==> config.mk <==
export PLATFORM = sky130hd
export DESIGN_NAME = next_pc_gen
export DESIGN_NICKNAME = d
export VERILOG_FILES = /design/src/rtl/next_pc_gen.sv
export SDC_FILE = /design/constraint.sdc
export NUM_CORES = 1
export LEC_CHECK = 0
export BUFFER_PORTS_ARGS = -buffer_cell sky130_fd_sc_hd__buf_2
export CAP_MARGIN = 20
export CORE_MARGIN = 1
export CORE_UTILIZATION = 45
export CTS_CLUSTER_SIZE = 20
export DETAILED_ROUTE_END_ITERATION = 10
export PLACE_DENSITY = 0.63
export SETUP_SLACK_MARGIN = 0.15
export SLEW_MARGIN = 5
export SYNTH_ARGS = -nofsm -noshare
export SYNTH_HDL_FRONTEND = slang
export SYNTH_SLANG_ARGS = --single-unit
==> constraint.sdc <==
create_clock -name clk -period 11.6 [get_ports clk]
set_clock_uncertainty 0.2 [all_clocks]
set_input_delay 1.74 -clock clk [delete_from_list [all_inputs] [get_ports clk]]
set_output_delay 1.74 -clock clk [all_outputs]
set_load 0.02 [all_outputs]
==> src/rtl/next_pc_gen.sv <==
// rtl/next_pc_gen.sv - fetch PC register with static next-PC prediction and a return-address stack
module next_pc_gen #(
    parameter int              XLEN       = 32,
    parameter logic [XLEN-1:0] RESET_PC   = '0,
    parameter int              RAS_DEPTH  = 4,
    parameter bit              BR_PRED_EN = 1'b1
) (
    input  logic                         clk,
    input  logic                         rst_n,
    input  logic                         stall,
    input  logic                         inst_valid,
    input  logic [31:0]                  instruction,
    input  logic                         redirect_valid,
    input  logic [XLEN-1:0]              redirect_pc,
    output logic [XLEN-1:0]              pc,
    output logic [XLEN-1:0]              next_pc,
    output logic                         pred_taken,
    output logic [$clog2(RAS_DEPTH):0]   ras_count,
    output logic                         ras_ovf
);
    localparam int PW = $clog2(RAS_DEPTH);
    localparam int CW = PW + 1;
    localparam logic [XLEN-1:0] PC_STEP = XLEN'(4);
    localparam logic [CW-1:0]   FULL    = CW'(RAS_DEPTH);

    localparam logic [6:0] OP_JAL    = 7'b1101111;
    localparam logic [6:0] OP_JALR   = 7'b1100111;
    localparam logic [6:0] OP_BRANCH = 7'b1100011;

    logic [XLEN-1:0] ras [RAS_DEPTH];
    logic [PW-1:0]   sp;     // next free slot; top of stack sits at sp-1

    logic [6:0]      opcode;
    logic [4:0]      rd;
    logic [4:0]      rs1;
    logic            is_jal, is_jalr, is_branch;
    logic            rd_link, rs1_link, is_ret;
    logic            push, pop, swap, ras_upd;
    logic [XLEN-1:0] j_imm, b_imm, seq_pc, ras_top;
    logic [PW-1:0]   top_idx;
    logic            ras_wen;
    logic [PW-1:0]   ras_waddr;

    assign opcode    = instruction[6:0];
    assign rd        = instruction[11:7];
    assign rs1       = instruction[19:15];
    assign is_jal    = inst_valid && (opcode == OP_JAL);
    assign is_jalr   = inst_valid && (opcode == OP_JALR);
    assign is_branch = inst_valid && (opcode == OP_BRANCH);
    assign rd_link   = (rd == 5'd1) || (rd == 5'd5);
    assign rs1_link  = (rs1 == 5'd1) || (rs1 == 5'd5);
    assign is_ret    = is_jalr && rs1_link && (rd == 5'd0) && (instruction[31:20] == 12'd0);

    assign j_imm = {{(XLEN-21){instruction[31]}}, instruction[31], instruction[19:12],
                    instruction[20], instruction[30:21], 1'b0};
    assign b_imm = {{(XLEN-13){instruction[31]}}, instruction[31], instruction[7],
                    instruction[30:25], instruction[11:8], 1'b0};

    assign seq_pc  = pc + PC_STEP;
    assign top_idx = sp - PW'(1);
    assign ras_top = ras[top_idx];

    // Coroutine swap (link rd and a different link rs1) pops and pushes at once.
    assign push    = (is_jal || is_jalr) && rd_link;
    assign pop     = is_ret || (is_jalr && rd_link && rs1_link && (rd != rs1));
    assign swap    = push && pop && (ras_count != '0);
    assign ras_upd = rst_n && !stall && !redirect_valid && inst_valid;

    always_comb begin
        next_pc    = seq_pc;
        pred_taken = 1'b0;
        if (redirect_valid) begin
            next_pc = redirect_pc;
        end else if (is_ret && (ras_count != '0)) begin
            next_pc    = ras_top;
            pred_taken = 1'b1;
        end else if (is_jal) begin
            next_pc    = pc + j_imm;
            pred_taken = 1'b1;
        end else if (is_branch && instruction[31] && BR_PRED_EN) begin
            next_pc    = pc + b_imm;
            pred_taken = 1'b1;
        end
    end

    always_comb begin
        ras_wen   = 1'b0;
        ras_waddr = sp;
        if (ras_upd && swap) begin
            ras_wen   = 1'b1;
            ras_waddr = top_idx;
        end else if (ras_upd && push) begin
            ras_wen = 1'b1;
        end
    end

    always_ff @(posedge clk) begin
        if (ras_wen) begin
            ras[ras_waddr] <= seq_pc;
        end
    end

    always_ff @(posedge clk) begin
        if (!rst_n) begin
            pc        <= RESET_PC;
            sp        <= '0;
            ras_count <= '0;
            ras_ovf   <= 1'b0;
        end else if (!stall) begin
            pc <= next_pc;
            if (ras_upd && !swap) begin
                if (push) begin
                    // A full stack wraps onto its oldest entry.
                    sp <= sp + PW'(1);
                    if (ras_count == FULL) begin
                        ras_ovf <= 1'b1;
                    end else begin
                        ras_count <= ras_count + CW'(1);
                    end
                end else if (pop && (ras_count != '0)) begin
                    sp        <= top_idx;
                    ras_count <= ras_count - CW'(1);
                end
            end
        end
    end
endmodule

Word-level counts from Yosys, hierarchy flattened
Memory sizes are Yosys's and may differ from the RTL's.
Index checks and enable logic that the tools add are counted.
- input bits: 69
- memories kept: 1
- word-level logic and storage cells: 76
- output and inout port bits: 69
- bits in registers: 38
- bits in writable memories: 128
- add/sub/neg operators: 7
- bitwise gates (word level): 1
- multiplexer cells: 18
- reduce and logical (&&, ||, !) cells: 35
- equal/unequal tests: 10
- memories (name ; words ; bits a word ; read ports ; clocked after Yosys merged registers in ; wr ports ; line ; text):
    ras ; 4 ; 32 ; 1 ; 0 ; 1 ; 30 ; logic [XLEN-1:0] ras [RAS_DEPTH];
- operator list (kind ; number):
    32-bit two-way mux ; 4
    32-bit adder ; 2
    32-bit by 3-bit adder with 32-bit output (second input constant) ; 1
    7-bit equality test (second input constant) ; 3
    1-bit logical AND ; 21
    12-bit zero test ; 1
    5-bit by 1-bit equality test with 1-bit output (second input constant) ; 2
    5-bit by 3-bit equality test with 1-bit output (second input constant) ; 2
    3-bit two-way mux ; 3
    1-bit two-way mux ; 8
    4-bit AND reduction ; 2
    2-bit two-way mux ; 3
    5-bit zero test ; 1
    5-bit inequality test ; 1
    1-bit logical OR ; 4
    3-bit by 1-bit adder with 3-bit output (second input constant) ; 1
    3-bit equality test (second input constant) ; 1
    1-bit zero test ; 3
    3-bit AND reduction ; 1
    3-bit nonzero test ; 1
    3-bit by 1-bit subtractor with 3-bit output (second input constant) ; 1
    2-bit by 1-bit adder with 2-bit output (second input constant) ; 1
    2-bit inequality test (second input constant) ; 1
    2-bit nonzero test ; 1
    2 further kinds ; 2

Logic depth before layout (Yosys ltp)
Gate-level depths: netlist (run 1).
- word-level depth: 12
- depth in mapped cells: 12

Worst setup path before layout (run 1)
OpenSTA, ideal clock, no wires.
- path type: in2reg
- start point: input port instruction[4]
- end point: memory ras[0][0], enable pin
- slack: 4499 ps
- required time: 10899 ps
- arrival: 6400 ps
- buffers on the path: 0
- stages on the path: 8
- cell sequence: nand4b_1 > nor3_1 > and3_1 > inv_2 > or2_1 > or2_1 > and2_1 > nor4_1
- word-level cells in the longest chain between the ends: 12
- elaborated cells on any way between the ends: 22
- classes of those cells: eq/ne (2); mux (5); reduce/logical (15)
- RTL lines (what ; line ; text):
    start: declaration ; 12 ; input logic [31:0] instruction,
    7-bit equality test ; 48 ; assign is_jalr = inst_valid && (opcode == OP_JALR);
    1-bit logical AND ; 48 ;
    1-bit logical AND (on tied branches) (3 in a row) ; 52, 65 ;
    1-bit logical OR ; 65 ; assign pop = is_ret || (is_jalr && rd_link && rs1_link && (rd != rs1));
    1-bit logical AND (2 in a row) ; 66 ; assign swap = push && pop && (ras_count != '0);
    1-bit logical AND ; 89 ; if (ras_upd && swap) begin
    1-bit two-way mux ; 89 ;
    1-bit two-way mux ; 98 ; if (ras_wen) begin
    1-bit two-way mux (not written as such) ; 99 ; ras[ras_waddr] <= seq_pc;
    end: declaration ; 30 ;
Parallel ways exist; a longest one is shown, timed or not.

Worst setup path in the final report (run 1)
- start point: input port instruction[21]
- end point: output port next_pc[27]
- word-level cells in the longest chain between the ends: 5
- elaborated cells on any way between the ends: 7
- classes of those cells: add/sub (1); mux (3); reduce/logical (3)
- RTL lines (what ; line ; text):
    parallel branches: the longest is 3 deep, another holds 32-bit adder ; -- ;
    32-bit two-way mux * ; 74 ; end else if (is_ret && (ras_count != '0)) begin
    32-bit two-way mux * ; 72 ; if (redirect_valid) begin
    end: declaration ; 16 ; output logic [XLEN-1:0] next_pc,
Mark *: on every way between the ends.

==> results of run 1 <==
[worst max-delay path: stages]
cell	delay [ns]
buf_2	0.09
ha_1	0.17
inv_1	0.07
fa_1	0.39
nand2b_1	0.18
a21oi_1	0.21
o21a_1	0.21
o211a_1	0.22
o21ai_1	0.13
a2111oi_0	0.72
o211ai_1	0.16
a221oi_1	0.51
nor2_1	0.09
buf_2	0.17
[cell type report]
class,instances,area [um2],area share (%)
well taps,319,399,3.20
clock inverters,14,155,1.24
clock buffers,18,429,3.44
flip-flops and latches,166,4610,36.9
repair buffers,153,806,6.46
multi-input cells,816,5950,47.7
inverters,35,131,1.05
[Yosys cell counts (30+ instances only)]
master    number
clkbuf_1      46
xnor2_1       37
mux4_2        32
nor2_1        73
o21ai_0       45
nand3_1       30
inv_1         32
a21oi_1       72
edfxtp_1     128
dfxtp_1       38
ha_1          44
nand2_1       92
[routing by layer]
metal  vias to the layer above  global-route usage, %  part of all wire [%]
li1                       4372                      -                     -
met1                      4681                   45.6                    47
met2                       468                   40.7                    42
met3                        35                   4.13                   8.5
met4                         0                   7.72                   1.7
met5                         -                      0                     0
[power breakdown]
group / switching [mW] / internal [mW] / leakage (nW)
combinational: 0.190 / 0.104 / 3.10
sequential: 0.0200 / 0.648 / 1.48
clock: 0.266 / 0.307 / 0.280
[state kept, by name, indices dropped and copies added (netlist names)]
signal and count:
ras_ovf 1, pc 32, sp 2, ras 128
ras_count 3
[stage by stage]
| stage | util (%) | worst slack, ns | instance area, um2 | hold WS (ns) | cells |
|---|---|---|---|---|---|
| after CTS | 52.7 | 4.67 | 12500 | 0.319 | 1521 |
| after global placement | 50.2 | 4.68 | 11900 | 0.280 | 1489 |
| after floorplan | - | 4.50 | 10900 | 0.303 | 1083 |
| after global routing | 52.7 | 4.38 | 12500 | 0.350 | 1521 |
| after detailed placement | 50.2 | 4.69 | 11900 | 0.297 | 1489 |
| final | 52.7 | 4.59 | 12500 | 0.315 | 1521 |
[how the worst max path moves through the flow]
| stage | startpoint | to | slack, ns | cells after the start |
|---|---|---|---|---|
| floorplan | instruction[4] | ras[0][0] | 4.50 | 8 |
| global placement | instruction[21] | next_pc[27] | 4.68 | 14 |
| detailed placement | instruction[21] | next_pc[27] | 4.69 | 14 |
| CTS | instruction[21] | next_pc[27] | 4.67 | 14 |
| global route | instruction[21] | next_pc[27] | 4.38 | 14 |
| finish | instruction[21] | next_pc[27] | 4.59 | 14 |
[cell families (layout without fill, tap and decap cells)]
logic type / Yosys count / in the layout / share of synthesized area, %
flip-flops: 166 / 166 / 42.1
AO/OA/AOI/OAI: 329 / 329 / 20.7
buffers and inverters: 101 / 220 / 3.82
AND/OR/NAND/NOR: 332 / 332 / 14.9
multiplexers: 50 / 50 / 8.26
XOR/XNOR: 58 / 58 / 4.65
adder cells (fa/ha/maj): 47 / 47 / 5.58
==> flow_metrics.py, run 1 <==
metrics = {
    "clock_network": {
        "cts_setup_buffers": 0,
        "numCtsBuffers": 17,
        "clkLatencyLatePin_ns": 0.43,
        "clkTransAtPathRegs_ns": 0.07,
        "cts_max_level": 4,
        "cts_tree": "done",
        "cts_hold_buf": 0,
        "post_cts_resized": 0,
        "cts_sinks": 166,
        "cts_root_buf": "clkbuf_16",
        "cts_buffer_depth": 2,
    },
    "logic_synthesis": {
        "syn_nets": 1199,
        "synth_edf_count": 128,
        "yosysSeqAreaShare_pct": 42.1,
        "yosysUniqueCellTypes": 82,
        "yosysWarnings": 0,
        "ys_async_sr_fraction_pct": 0,
        "synthTopCellsByArea": "edfxtp_1 (35%), dfxtp_1 (7.0%), mux4_2 (6.6%)",
        "netlist_instances": 1083,
        "syn_area_per_cell_um2": 10.1,
        "synth_top_area_share_pct": 35.2,
        "synthFlopType": "edfxtp_1",
        "synth_seq_cells": 166,
        "synth_area_leader_cell": "edfxtp_1",
        "syn-cell-area_um2": 10900,
    },
    "timing": {
        "hold_viol": 0,
        "final.setup.tns_ns": 0,
        "fin_crit_sh_pct": 60.4,
        "finalSetupViolations": 0,
        "period_minus_slack_ns": 7.01,
        "max_freq_mhz": 143,
        "relSlewSlack_pct": 27.9,
        "tightest_slew_ns": 1.08,
        "maxSlewViolCount": 0,
        "grt_setup_unrepaired": "no",
    },
    "pwr": {
        "power.total_mw": 1.54,
        "power.density_nw_per_um2": 123,
        "leakagePower_nw": 4.85,
        "ir_drop_v": 0.0000967,
    },
    "global_routing": {
        "grt_pass1_wl_mm": 52.4,
        "grt_pass1_vias": 8527,
        "grt_antenna_before_repair": 0,
        "gr-usage-all-layers_pct": 28.9,
        "grt_max_degree": 50,
        "gr-total-overflow": 0,
    },
    "setup_path": {
        "end_kind": "primary output",
        "crit_type": "input pin to primary output",
        "worstSetupStartpointType": "input pin",
        "rr_endpoint": "pc[27]",
        "reg2regPathDepth": 11,
        "worstReg2RegStart": "pc[2]",
        "cp_max_fo": 3,
        "r2r_slack_ns": 7.43,
        "cp_data_required_time_ns": 9.66,
        "cp.arrival_ns": 5.07,
    },
    "status": {
        "status": "completed",
    },
    "layout": {
        "nNetsFinal": 1305,
        "fillCellCount": 2218,
        "final_cell_mix": "buf_2 (137), edfxtp_1 (128), nand2_1 (92)",
        "synthToLayoutAreaGrowth_pct": 14.1,
        "diodes": 0,
        "drive_above_1_share_pct": 20.0,
        "final_common_cell": "buf_2",
    },
    "floorplan": {
        "num_io_pins": 138,
        "fp-row-count": 56,
        "dieArea_um2": 24900,
        "die_h_um": 158,
        "die_w_um": 158,
        "fp.coreArea_um2": 23700,
        "start_util_pct": 46.2,
    },
    "hold_path": {
        "holdPathEnd": "ras_ovf",
        "holdPathStages": 2,
        "hp-start": "ras_ovf",
        "hold_path_class": "register to register",
    },
    "drt": {
        "firstDrtPassIters": 5,
        "wl_per_cell_um": 23.3,
        "postRouteAntennaNets": 0,
        "vias_per_cell": 6.28,
        "drt_iter0_markers": 1216,
        "via_count": 9556,
        "drcViolationCount": 0,
        "routed_wl_mm": 35.5,
    },
    "place": {
        "dpl.hpwl_mm": 25.7,
        "gp_congestion": 0.945,
        "portBuffers": 137,
    },
    "job": {
        "drv_cap": 0,
    },
}
Power figures use the tool's default switching activity.
==> run 2, diff against run 1 <==
PLACE_DENSITY = 0.65   (was 0.63)
clock period = 5.9 ns   (was 11.6 ns; I/O delays follow)
==> run 2 against run 1 <==
Effect of this change:
- utilization is 0.34 points higher
- count of clock-buffer cells in the layout unchanged
- clock power increased by 93%
- first-iteration DRC count is 15% lower
- design area increased by 0.65%
- largest power group unchanged
==> flow_metrics.py, run 2 (synthesis results as in run 1) <==
metrics = {
    "clock_network": {
        "cts_root_buf": "clkbuf_16",
        "clkLatencyLatePin_ns": 0.44,
        "cts_hold_buf": 0,
        "numCtsBuffers": 17,
        "post_cts_resized": 0,
        "cts_buffer_depth": 2,
        "clkTransAtPathRegs_ns": 0.08,
        "cts_max_level": 4,
        "cts_setup_buffers": 0,
        "cts_sinks": 166,
        "cts_tree": "done",
    },
    "pwr": {
        "power.density_nw_per_um2": 239,
        "leakagePower_nw": 4.91,
        "ir_drop_v": 0.000205,
    },
    "place": {
        "pre_cts_ws_ns": 0.670,
        "portBuffers": 137,
        "gp_congestion": 0.960,
        "dp.cells": 1496,
        "dpl.hpwl_mm": 26.7,
    },
    "timing": {
        "period_minus_slack_ns": 5.35,
        "worst_slack_ns": 0.553,
        "fin_crit_sh_pct": 90.6,
        "tightest_slew_ns": 1.08,
        "grt_setup_unrepaired": "no",
        "maxSlewViolCount": 0,
        "finalSetupViolations": 0,
        "relSlewSlack_pct": 27.9,
        "hold_viol": 0,
        "max_freq_mhz": 187,
    },
    "global_routing": {
        "grt_pass1_wl_mm": 52.3,
        "grt_max_degree": 43,
        "grt_pass1_vias": 8664,
        "gr-usage-all-layers_pct": 28.9,
        "grt_antenna_before_repair": 0,
        "gr-total-overflow": 0,
    },
    "hold_path": {
        "hold_path_class": "register to register",
        "holdPathStages": 2,
    },
    "drt": {
        "postRouteAntennaNets": 0,
        "wl_per_cell_um": 23.1,
        "firstDrtPassIters": 5,
        "via_count": 9571,
        "routed_wl_mm": 35.3,
        "vias_per_cell": 6.26,
        "drcViolationCount": 0,
        "drt_iter0_markers": 1038,
    },
    "layout": {
        "final_common_cell": "buf_2",
        "reg.largest.list": "ras x128, pc x32, ras_count x3",
        "nNetsFinal": 1313,
        "fillCellCount": 2225,
        "top_register": "ras",
        "drive_above_1_share_pct": 20.7,
        "diodes": 0,
        "synthToLayoutAreaGrowth_pct": 14.8,
        "final_cell_mix": "buf_2 (137), edfxtp_1 (128), nand2_1 (92)",
        "final_cells": 1529,
        "largest_register_ffs": 128,
    },
    "floorplan": {
        "fp-row-count": 56,
        "die_h_um": 158,
        "start_util_pct": 46.2,
        "dieArea_um2": 24900,
        "fp.coreArea_um2": 23700,
        "die_w_um": 158,
        "num_io_pins": 138,
    },
    "job": {
        "drv_cap": 0,
    },
    "setup_path": {
        "crit_type": "register to primary output",
        "end_kind": "primary output",
        "path_cells": "buf_4 -> inv_1 -> fa_1 -> nand2b_1 -> a21oi_1 -> o21a_1 -> o211a_1 -> o21ai_1 -> a2111oi_0 -> o21ai_0 -> a221oi_1 -> nor2_1 -> buf_2",
        "cpLargestDelayFamily": "compound AO/OA/AOI/OAI gates",
        "worstSetupStartpointType": "register",
        "reg2regPathDepth": 12,
        "crit_buf_inv": 3,
        "cp_max_fo": 9,
        "critPathMaxStageDelay_ns": 0.72,
        "cp.arrival_ns": 4.26,
        "crit_slowest_cell": "a2111oi_0",
        "cp_num_cells": 13,
        "cp_data_required_time_ns": 4.82,
    },
    "status": {
        "status": "completed",
    },
}
-- run 2: cell count changes in the layout (fill, tap and decap cells not counted) --
| cell | previous run | this run |
|---|---|---|
| buf_16 | 0 | 1 |
| buf_4 | 16 | 23 |
| bufinv_16 | 1 | 0 |
| clkbuf_1 | 1 | 0 |
| clkbuf_8 | 0 | 1 |
| clkinv_4 | 0 | 1 |
| clkinv_8 | 0 | 1 |
| clkinvlp_4 | 3 | 1 |
| inv_8 | 6 | 7 |
-- run 2: cell type report --
| class | instances | area, um2 | area share [%] |
|---|---|---|---|
| Sequential cell | 166 | 4610 | 36.7 |
| Clock buffer | 18 | 439 | 3.50 |
| Tap cell | 319 | 399 | 3.18 |
| Clock inverter | 14 | 146 | 1.17 |
| Multi-Input combinational cell | 816 | 5950 | 47.4 |
| Timing Repair Buffer | 161 | 886 | 7.05 |
| Inverter | 35 | 131 | 1.05 |
-- run 2: worst paths after layout --
path            from          end  slack (ns)
max            pc[2]  next_pc[27]        0.55
min reg2reg  ras_ovf      ras_ovf        0.33
max reg2reg    pc[2]       pc[27]        1.88
min          ras_ovf      ras_ovf        0.33
-- run 2: worst register-to-register path: stages, from the launching register on --
cell and delay, ns:
dfxtp_1 0.32, buf_4 0.19, inv_1 0.20, fa_1 0.46, nand2b_1 0.18, a21oi_1 0.24
o21a_1 0.20, o211a_1 0.20, o21ai_1 0.12, a2111oi_0 0.72, o21ai_0 0.18, a221oi_1 0.52
o31ai_1 0.15
-- run 2: stage by stage --
stage	hold slack, ns	util, %	instance area [um2]	total power, mW	setup TNS, ns
2_1_floorplan	0.303	-	10900	1.70	-22.15
3_3_place_gp	0.303	50.4	11900	1.90	0
6_report	0.335	53.0	12600	3.00	0
4_1_cts	0.329	52.9	12500	2.99	0
5_1_grt	0.367	53.0	12600	3.10	0
3_5_place_dp	0.310	50.4	11900	1.90	0
-- run 2: layer usage --
metal / vias up / GRT usage [%] / share of wire, %
met5: - / 0 / 0
met4: 0 / 9.62 / 2.5
met3: 52 / 4.90 / 8.9
met2: 503 / 42.7 / 44
met1: 4609 / 42.7 / 45
li1: 4407 / - / -
-- run 2: power by group --
| part | internal, mW | total [mW] | switching (mW) |
|---|---|---|---|
| registers | 1.27 | 1.31 | 0.0372 |
| logic | 0.206 | 0.581 | 0.374 |
| clock network | 0.579 | 1.11 | 0.531 |
